## src/rtl/s2mm_packet_arbiter.sv

```systemverilog
// Packet-granular round-robin arbiter sharing one MCDMA S2MM AXI-Stream port
// between NUM_CHANNELS first-word-fall-through result FIFOs.
module s2mm_packet_arbiter #(
    parameter int unsigned AXIS_DATA_WIDTH = 32,
    parameter int unsigned FIFO_DATA_WIDTH = 32,
    parameter int unsigned AXIS_KEEP_WIDTH = AXIS_DATA_WIDTH / 8,
    parameter int unsigned AXIS_DEST_WIDTH = 4,
    parameter int unsigned NUM_CHANNELS    = 2,
    parameter int unsigned MAX_BEATS       = 1024
) (
    input  logic                                    clk_in,
    input  logic                                    rst_n_in,
    input  logic [NUM_CHANNELS-1:0]                 chan_en_in,
    input  logic                                    SINK_AXIS_tready_in,
    output logic [AXIS_DATA_WIDTH-1:0]              SINK_AXIS_tdata_out,
    output logic [AXIS_DEST_WIDTH-1:0]              SINK_AXIS_tdest_out,
    output logic [AXIS_KEEP_WIDTH-1:0]              SINK_AXIS_tkeep_out,
    output logic                                    SINK_AXIS_tlast_out,
    output logic                                    SINK_AXIS_tuser_out,
    output logic                                    SINK_AXIS_tvalid_out,
    input  logic [FIFO_DATA_WIDTH*NUM_CHANNELS-1:0] fifo_data_in,
    input  logic [NUM_CHANNELS-1:0]                 fifo_not_empty_in,
    input  logic [NUM_CHANNELS-1:0]                 fifo_last_in,
    output logic [NUM_CHANNELS-1:0]                 fifo_r_stb_out,
    output logic [NUM_CHANNELS-1:0]                 overrun_out,
    output logic [1:0]                              dbg_state
);

    localparam int unsigned IDX_W = (NUM_CHANNELS > 1) ? $clog2(NUM_CHANNELS) : 1;
    localparam int unsigned CNT_W = (MAX_BEATS > 1) ? $clog2(MAX_BEATS) : 1;

    typedef enum logic [1:0] {
        ST_IDLE = 2'd0,
        ST_XFER = 2'd1
    } state_t;

    state_t                     state;
    logic [IDX_W-1:0]           grant;
    logic [IDX_W-1:0]           last_grant;
    logic [CNT_W-1:0]           beat_count;

    logic [NUM_CHANNELS-1:0]    req;
    logic [NUM_CHANNELS-1:0]    grant_oh;
    logic [IDX_W-1:0]           win_idx;
    logic [IDX_W-1:0]           cand;
    logic                       win_found;
    logic [FIFO_DATA_WIDTH-1:0] head_data;
    logic                       head_last;
    logic                       head_valid;
    logic                       out_free;
    logic                       pop;
    logic                       force_last;
    logic                       pop_last;

    assign req = fifo_not_empty_in & chan_en_in;

    // Round-robin search starting just after the previously served channel
    always_comb begin
        win_found = 1'b0;
        win_idx   = '0;
        cand      = '0;
        for (int unsigned k = 1; k <= NUM_CHANNELS; k++) begin
            cand = IDX_W'((32'(last_grant) + k) % NUM_CHANNELS);
            if (!win_found && req[cand]) begin
                win_found = 1'b1;
                win_idx   = cand;
            end
        end
    end

    // Head-of-FIFO view of the granted channel
    always_comb begin
        head_data  = '0;
        head_last  = 1'b0;
        head_valid = 1'b0;
        grant_oh   = '0;
        for (int unsigned i = 0; i < NUM_CHANNELS; i++) begin
            if (grant == IDX_W'(i)) begin
                head_data   = fifo_data_in[i*FIFO_DATA_WIDTH +: FIFO_DATA_WIDTH];
                head_last   = fifo_last_in[i];
                head_valid  = fifo_not_empty_in[i];
                grant_oh[i] = 1'b1;
            end
        end
    end

    // Pop is combinational from tready so the output slot refills every cycle
    assign out_free       = !SINK_AXIS_tvalid_out || SINK_AXIS_tready_in;
    assign pop            = rst_n_in && (state == ST_XFER) && head_valid && out_free;
    assign force_last     = (beat_count == CNT_W'(MAX_BEATS - 1));
    assign pop_last       = head_last || force_last;
    assign fifo_r_stb_out = pop ? grant_oh : '0;

    assign SINK_AXIS_tkeep_out = '1;
    assign SINK_AXIS_tuser_out = 1'b0;
    assign dbg_state           = state;

    always_ff @(posedge clk_in) begin
        if (!rst_n_in) begin
            state                <= ST_IDLE;
            grant                <= '0;
            last_grant           <= IDX_W'(NUM_CHANNELS - 1);
            beat_count           <= '0;
            overrun_out          <= '0;
            SINK_AXIS_tvalid_out <= 1'b0;
            SINK_AXIS_tlast_out  <= 1'b0;
            SINK_AXIS_tdata_out  <= '0;
            SINK_AXIS_tdest_out  <= '0;
        end else begin
            case (state)
                ST_IDLE: begin
                    if (win_found) begin
                        grant <= win_idx;
                        state <= ST_XFER;
                    end
                end
                ST_XFER: begin
                    if (pop && pop_last) begin
                        last_grant <= grant;
                        state      <= ST_IDLE;
                    end
                end
                default: state <= ST_IDLE;
            endcase

            if (pop) begin
                SINK_AXIS_tdata_out  <= AXIS_DATA_WIDTH'(head_data);
                SINK_AXIS_tdest_out  <= AXIS_DEST_WIDTH'(grant);
                SINK_AXIS_tlast_out  <= pop_last;
                SINK_AXIS_tvalid_out <= 1'b1;
                beat_count           <= pop_last ? '0 : beat_count + CNT_W'(1);
                // A packet longer than MAX_BEATS is cut here; remember it per channel
                if (force_last && !head_last) begin
                    overrun_out[grant] <= 1'b1;
                end
            end else if (SINK_AXIS_tready_in) begin
                SINK_AXIS_tvalid_out <= 1'b0;
            end
        end
    end

endmodule

```

## config.mk

```make
export PLATFORM = sky130hd
export DESIGN_NAME = s2mm_packet_arbiter
export DESIGN_NICKNAME = d
export VERILOG_FILES = /design/src/rtl/s2mm_packet_arbiter.sv
export SDC_FILE = /design/constraint.sdc
export NUM_CORES = 1
export LEC_CHECK = 0
export CORE_AREA = 10 10 79 95
export CTS_CLUSTER_DIAMETER = 50
export CTS_CLUSTER_SIZE = 14
export DETAILED_ROUTE_END_ITERATION = 10
export DIE_AREA = 0 0 89 105
export PLACE_DENSITY_LB_ADDON = 0.05
export SLEW_MARGIN = 20
export SYNTH_ARGS = -nofsm -noshare
export SYNTH_HDL_FRONTEND = slang
export SYNTH_SLANG_ARGS = --single-unit
export TNS_END_PERCENT = 10
```

## constraint.sdc

```tcl
create_clock -name clk_in -period 3.75 [get_ports clk_in]
set_clock_uncertainty 0.05 [all_clocks]
set_input_delay 0.75 -clock clk_in [delete_from_list [all_inputs] [get_ports clk_in]]
set_output_delay 0.75 -clock clk_in [all_outputs]
set_load 0.01 [all_outputs]
```

Word-level counts from Yosys, hierarchy flattened
Cells that the tools add are included.
{"block": "totals", "reg_bits": 51, "output_inout_bits": 49, "wordCells": 62}
{"block": "classes", "n_addsub": 3, "bitwise_logic": 2, "order_cmp": 4, "reduce_logical": 18, "n_eq_ne": 4, "mux": 22}
{"op": "2-to-1 mux 32 bit", "n": 1}
{"op": "2-to-1 mux 1 bit", "n": 15}
{"op": "adder 10 x 1 -> 10 bit (second input constant)", "n": 1}
{"op": "== test 10 bit (second input constant)", "n": 1}
{"op": "2-to-1 mux 10 bit", "n": 1}
{"op": "AND reduction 2 bit", "n": 4}
{"op": "logical AND 1 bit", "n": 7}
{"op": "< comparator 1 x 2 -> 1 bit (second input constant)", "n": 3}
{"op": "2-to-1 mux 2 bit", "n": 3}
{"op": "one-hot mux 2 bit (2 select lines)", "n": 1}
{"op": "logical NOT 1 bit", "n": 3}
{"op": "adder 1 bit (second input constant)", "n": 2}
{"op": "AND 2 bit", "n": 1}
{"op": "== test 2 x 1 -> 1 bit (second input constant)", "n": 1}
{"op": "logical NOT 2 bit", "n": 1}
{"op": "logical OR 1 bit", "n": 2}
{"op": "!= test 2 x 1 -> 1 bit (second input constant)", "n": 1}
{"op": "!= test 2 bit (second input constant)", "n": 1}
{"op": "OR 2 bit", "n": 1}
{"op": "nonzero test 2 bit", "n": 1}
{"op": "demux 1 bit (select 1 bit)", "n": 1}
{"op": "greater-or-equal comparator 1 bit (second input constant)", "n": 1}

Depth between registers and ports, before layout
{"block": "depth", "ltp_word": 9, "mapped_depth": 6, "mapped_depth_nobuf": 4}

Worst setup path after synthesis
OpenSTA, ideal clock, no wires.
{"block": "synth_timing", "path_kind": "input -> output", "from": "input port SINK_AXIS_tready_in", "to": "output port fifo_r_stb_out[0]", "path_stages": 4, "t_required_ns": 2.950, "arrival_ns": 1.318, "setup_slack_ns": 1.632, "path_cell_list": "nand2b_1 > nand3_2 > buf_6 > nor2_1"}
{"block": "synth_between", "elab_chain_len": 3}
{"element": "start, declared", "line_no": "14", "rtl": "input logic SINK_AXIS_tready_in,"}
{"element": "logical OR 1 bit", "line_no": "88", "rtl": "assign out_free = !SINK_AXIS_tvalid_out || SINK_AXIS_tready_in;"}
{"element": "logical AND 1 bit", "line_no": "89", "rtl": "assign pop = rst_n_in && (state == ST_XFER) && head_valid && out_free;"}
{"element": "2-to-1 mux 2 bit", "line_no": "92", "rtl": "assign fifo_r_stb_out = pop ? grant_oh : '0;"}
{"element": "end, declared", "line_no": "24", "rtl": "output logic [NUM_CHANNELS-1:0] fifo_r_stb_out,"}
No other way between the ends.

Worst setup path in the final report
{"block": "layout_timing", "from": "input port rst_n_in", "to": "output port fifo_r_stb_out[1]"}
{"block": "layout_between", "elab_chain_len": 4}
{"element": "start, declared", "line_no": "12", "rtl": "input logic rst_n_in,"}
{"element": "logical AND 1 bit (3 in series)", "line_no": "89"}
{"element": "2-to-1 mux 2 bit", "line_no": "92"}
No other way between the ends.

==> results.sh <==
export IMPL_layout_drive_gt1_share=0.0513
export IMPL_cts_setup_buffers=0
export IMPL_finalCritPeriodShare=0.840
export IMPL_final_cell_mix="clkdlybuf4s50_1 (112), dfxtp_1 (49), a211oi_1 (39)"
export IMPL_portBuffers=112
export IMPL_crit_path_start="rst_n_in"
export IMPL_max_slew_margin=0.542
export IMPL_synth_cells=245
export IMPL_final_common_cell="clkdlybuf4s50_1"
export IMPL_grt_max_degree=47
export IMPL_ant_nets=0
export IMPL_status="completed"
export IMPL_final_net_count=424
export IMPL_yosysWarnings=0
export IMPL_crit_family="buffers and inverters"
export IMPL_fmaxAchievable_mhz=317
export IMPL_worstPathCellList="clkdlybuf4s50_1 > and2_4 > nand4_1 > inv_1 > clkdlybuf4s50_1"
export IMPL_setup_viol=0
export IMPL_cts_buffers=5
export IMPL_gr_usage_all_layers=0.137
export IMPL_n_antenna_cell=0
export IMPL_avgSynthCellArea_um2=9.38
export IMPL_die_area_um2=9350
export IMPL_clock_sinks=50
export IMPL_drc_errors=0
export IMPL_area_growth_pct=53.9
export IMPL_via_per_inst=5.09
export IMPL_hold_start="overrun_out[0]$_SDFFE_PN0P_"
export IMPL_dr_wl_met2_mm=3.02
export IMPL_cts_hold_buf=0
export IMPL_num_vias=2114
export IMPL_place_congestion=0.791
export IMPL_htreeDepth=2
export IMPL_p_leak_uw=0.00119
export IMPL_worstPathRequired_ps=2950
export IMPL_endpoint_kind="output pin"
export IMPL_synth_seq_cells=50
export IMPL_ctsResizeCount=0
export IMPL_worst_slew_pin_slew_ps=687
export IMPL_cp_num_cells=5
export IMPL_yosys_area_top_type_share=0.435
export IMPL_wl_met3_um=631
export IMPL_num_rows=30
export IMPL_start_util=0.411
export IMPL_dr_max_layer_used="met4"
export IMPL_cts_tree="done"
export IMPL_synth_area_leaders="dfxtp_1 (44%), mux2i_1 (15%), a211oi_1 (13%)"
export IMPL_r2r_cells=6
export IMPL_post_drt_wl_per_cell_um=16.0
export IMPL_critPathMaxFanout=6
export IMPL_path_buf_inv=3
export IMPL_path_common_cell="clkdlybuf4s50_1"
export IMPL_rsz0062_at_grt="false"
export IMPL_fp_dieH_um=105
export IMPL_cpPeakStageDelay_ps=570
export IMPL_final_hold_viol_count=0
export IMPL_yosys_area_top_type="dfxtp_1"
export IMPL_coreArea_um2=5590
export IMPL_power_density_nw_per_um2=327
export IMPL_ys_seq_area_frac=0.435
export IMPL_grt_pass1_vias=2074
export IMPL_fin_setup_tns_ps=0
export IMPL_routed_wl_mm=6.63
export IMPL_worstPathArrival_ps=2350
export IMPL_syn_area_um2=2300
export IMPL_grt_ovfl_total=0
export IMPL_slowest_stage="clkdlybuf4s50_1"
export IMPL_root_buffer="clkbuf_8"
export IMPL_drv_cap=0
export IMPL_vdd_drop_max_mv=0.185
export IMPL_dp_hpwl_mm=5.13
export IMPL_io_pins=122
export IMPL_drtPass1Iterations=4
export IMPL_clkTransAtPathRegs_ps=80
export IMPL_clockBufferDepth=2
export IMPL_fin_hold_ws_ps=416
export IMPL_r2r_start="grant$_SDFFE_PN0P_"
export IMPL_slew_violations=0
export IMPL_grt_pass1_wl_mm=10.4
export IMPL_synth_cell_type_count=37
export IMPL_fin_crit_ps=3150
export IMPL_hold_path_class="flip-flop to flip-flop"
export IMPL_critPathLaunchType="primary input"
export IMPL_die_w_um=89
export IMPL_drt_iter0_drc=72
export IMPL_crit_type="primary input to output pin"
export IMPL_antenna_found_initial=0
export IMPL_met1_length_mm=2.90
export IMPL_worstSkewPairLatency_ps=290
export IMPL_hold_depth=1
## cell families after synthesis
group           count (synthesis)  synth area share
fa+ha+maj                       1           0.00544
mux                            35             0.153
xor+xnor                        2           0.00762
compound gates                 58             0.183
other cells                     2           0.00327
simple gates                   67             0.142
flops                          50             0.435
buf+inv                        30            0.0702
## report_power, final
group          internal [µW]  switching (µW)
Combinational            137            87.1
Sequential               552            12.9
Clock                    200             168
Total                    888             268
## stage by stage
step	setup slack [ps]	total power [µW]	area, µm²	cells	utilization
2_1_floorplan	1630	676	2320	252	-
3_3_place_gp	610	801	3430	407	0.614
3_5_place_dp	594	803	3430	407	0.614
4_1_cts	580	1170	3540	415	0.633
5_1_grt	487	1210	3540	415	0.633
6_report	600	1160	3540	415	0.633
## registers in the layout, indices dropped and copies added (netlist names)
signal and count:
last_grant 1, beat_count 10, SINK_AXIS_tlast_out 1, grant 1
SINK_AXIS_tdest_out 1, overrun_out 2, SINK_AXIS_tdata_out 32, dbg_state 1
SINK_AXIS_tvalid_out 1
## cell usage after synthesis (all sizes together)
master / instances
nor2b: 1
buf: 20
o21a: 3
o31ai: 4
a211oi: 40
a21oi: 4
nand3: 3
xnor2: 2
o2bb2ai: 1
and3: 2
dfxtp: 50
o221ai: 1
or3: 3
conb: 2
mux2: 1
nand2: 7
and2: 2
and4: 1
o21ai: 5
nand2b: 1
nor2: 34
nand4: 4
nor3: 4
clkbuf: 6
or4: 4
mux2i: 34
nor4: 1
ha: 1
inv: 4
## routing by layer
layer / vias up / GRT usage
met5: - / 0
met4: 0 / 0.0376
met3: 5 / 0.0559
met2: 82 / 0.218
met1: 937 / 0.166
li1: 1090 / -
## path summary, 6_finish.rpt
check	endpoint	slack, ps
worst max-delay path	fifo_r_stb_out[1]	600
worst max register to register	beat_count[9]$_SDFFE_PN0P_	1690
worst min register to register	overrun_out[0]$_SDFFE_PN0P_	420
worst min-delay path	overrun_out[0]$_SDFFE_PN0P_	420
## layout make-up
cell class	count	area (µm²)
fillers	499	2050
repair buffers	117	1170
multi-input cells	172	1160
flip-flops and latches	50	1000
well taps	64	80.1
clock buffers	7	76.3
clock inverters	1	30.0
inverters	4	15.0
(Power assumes the default switching activity.)
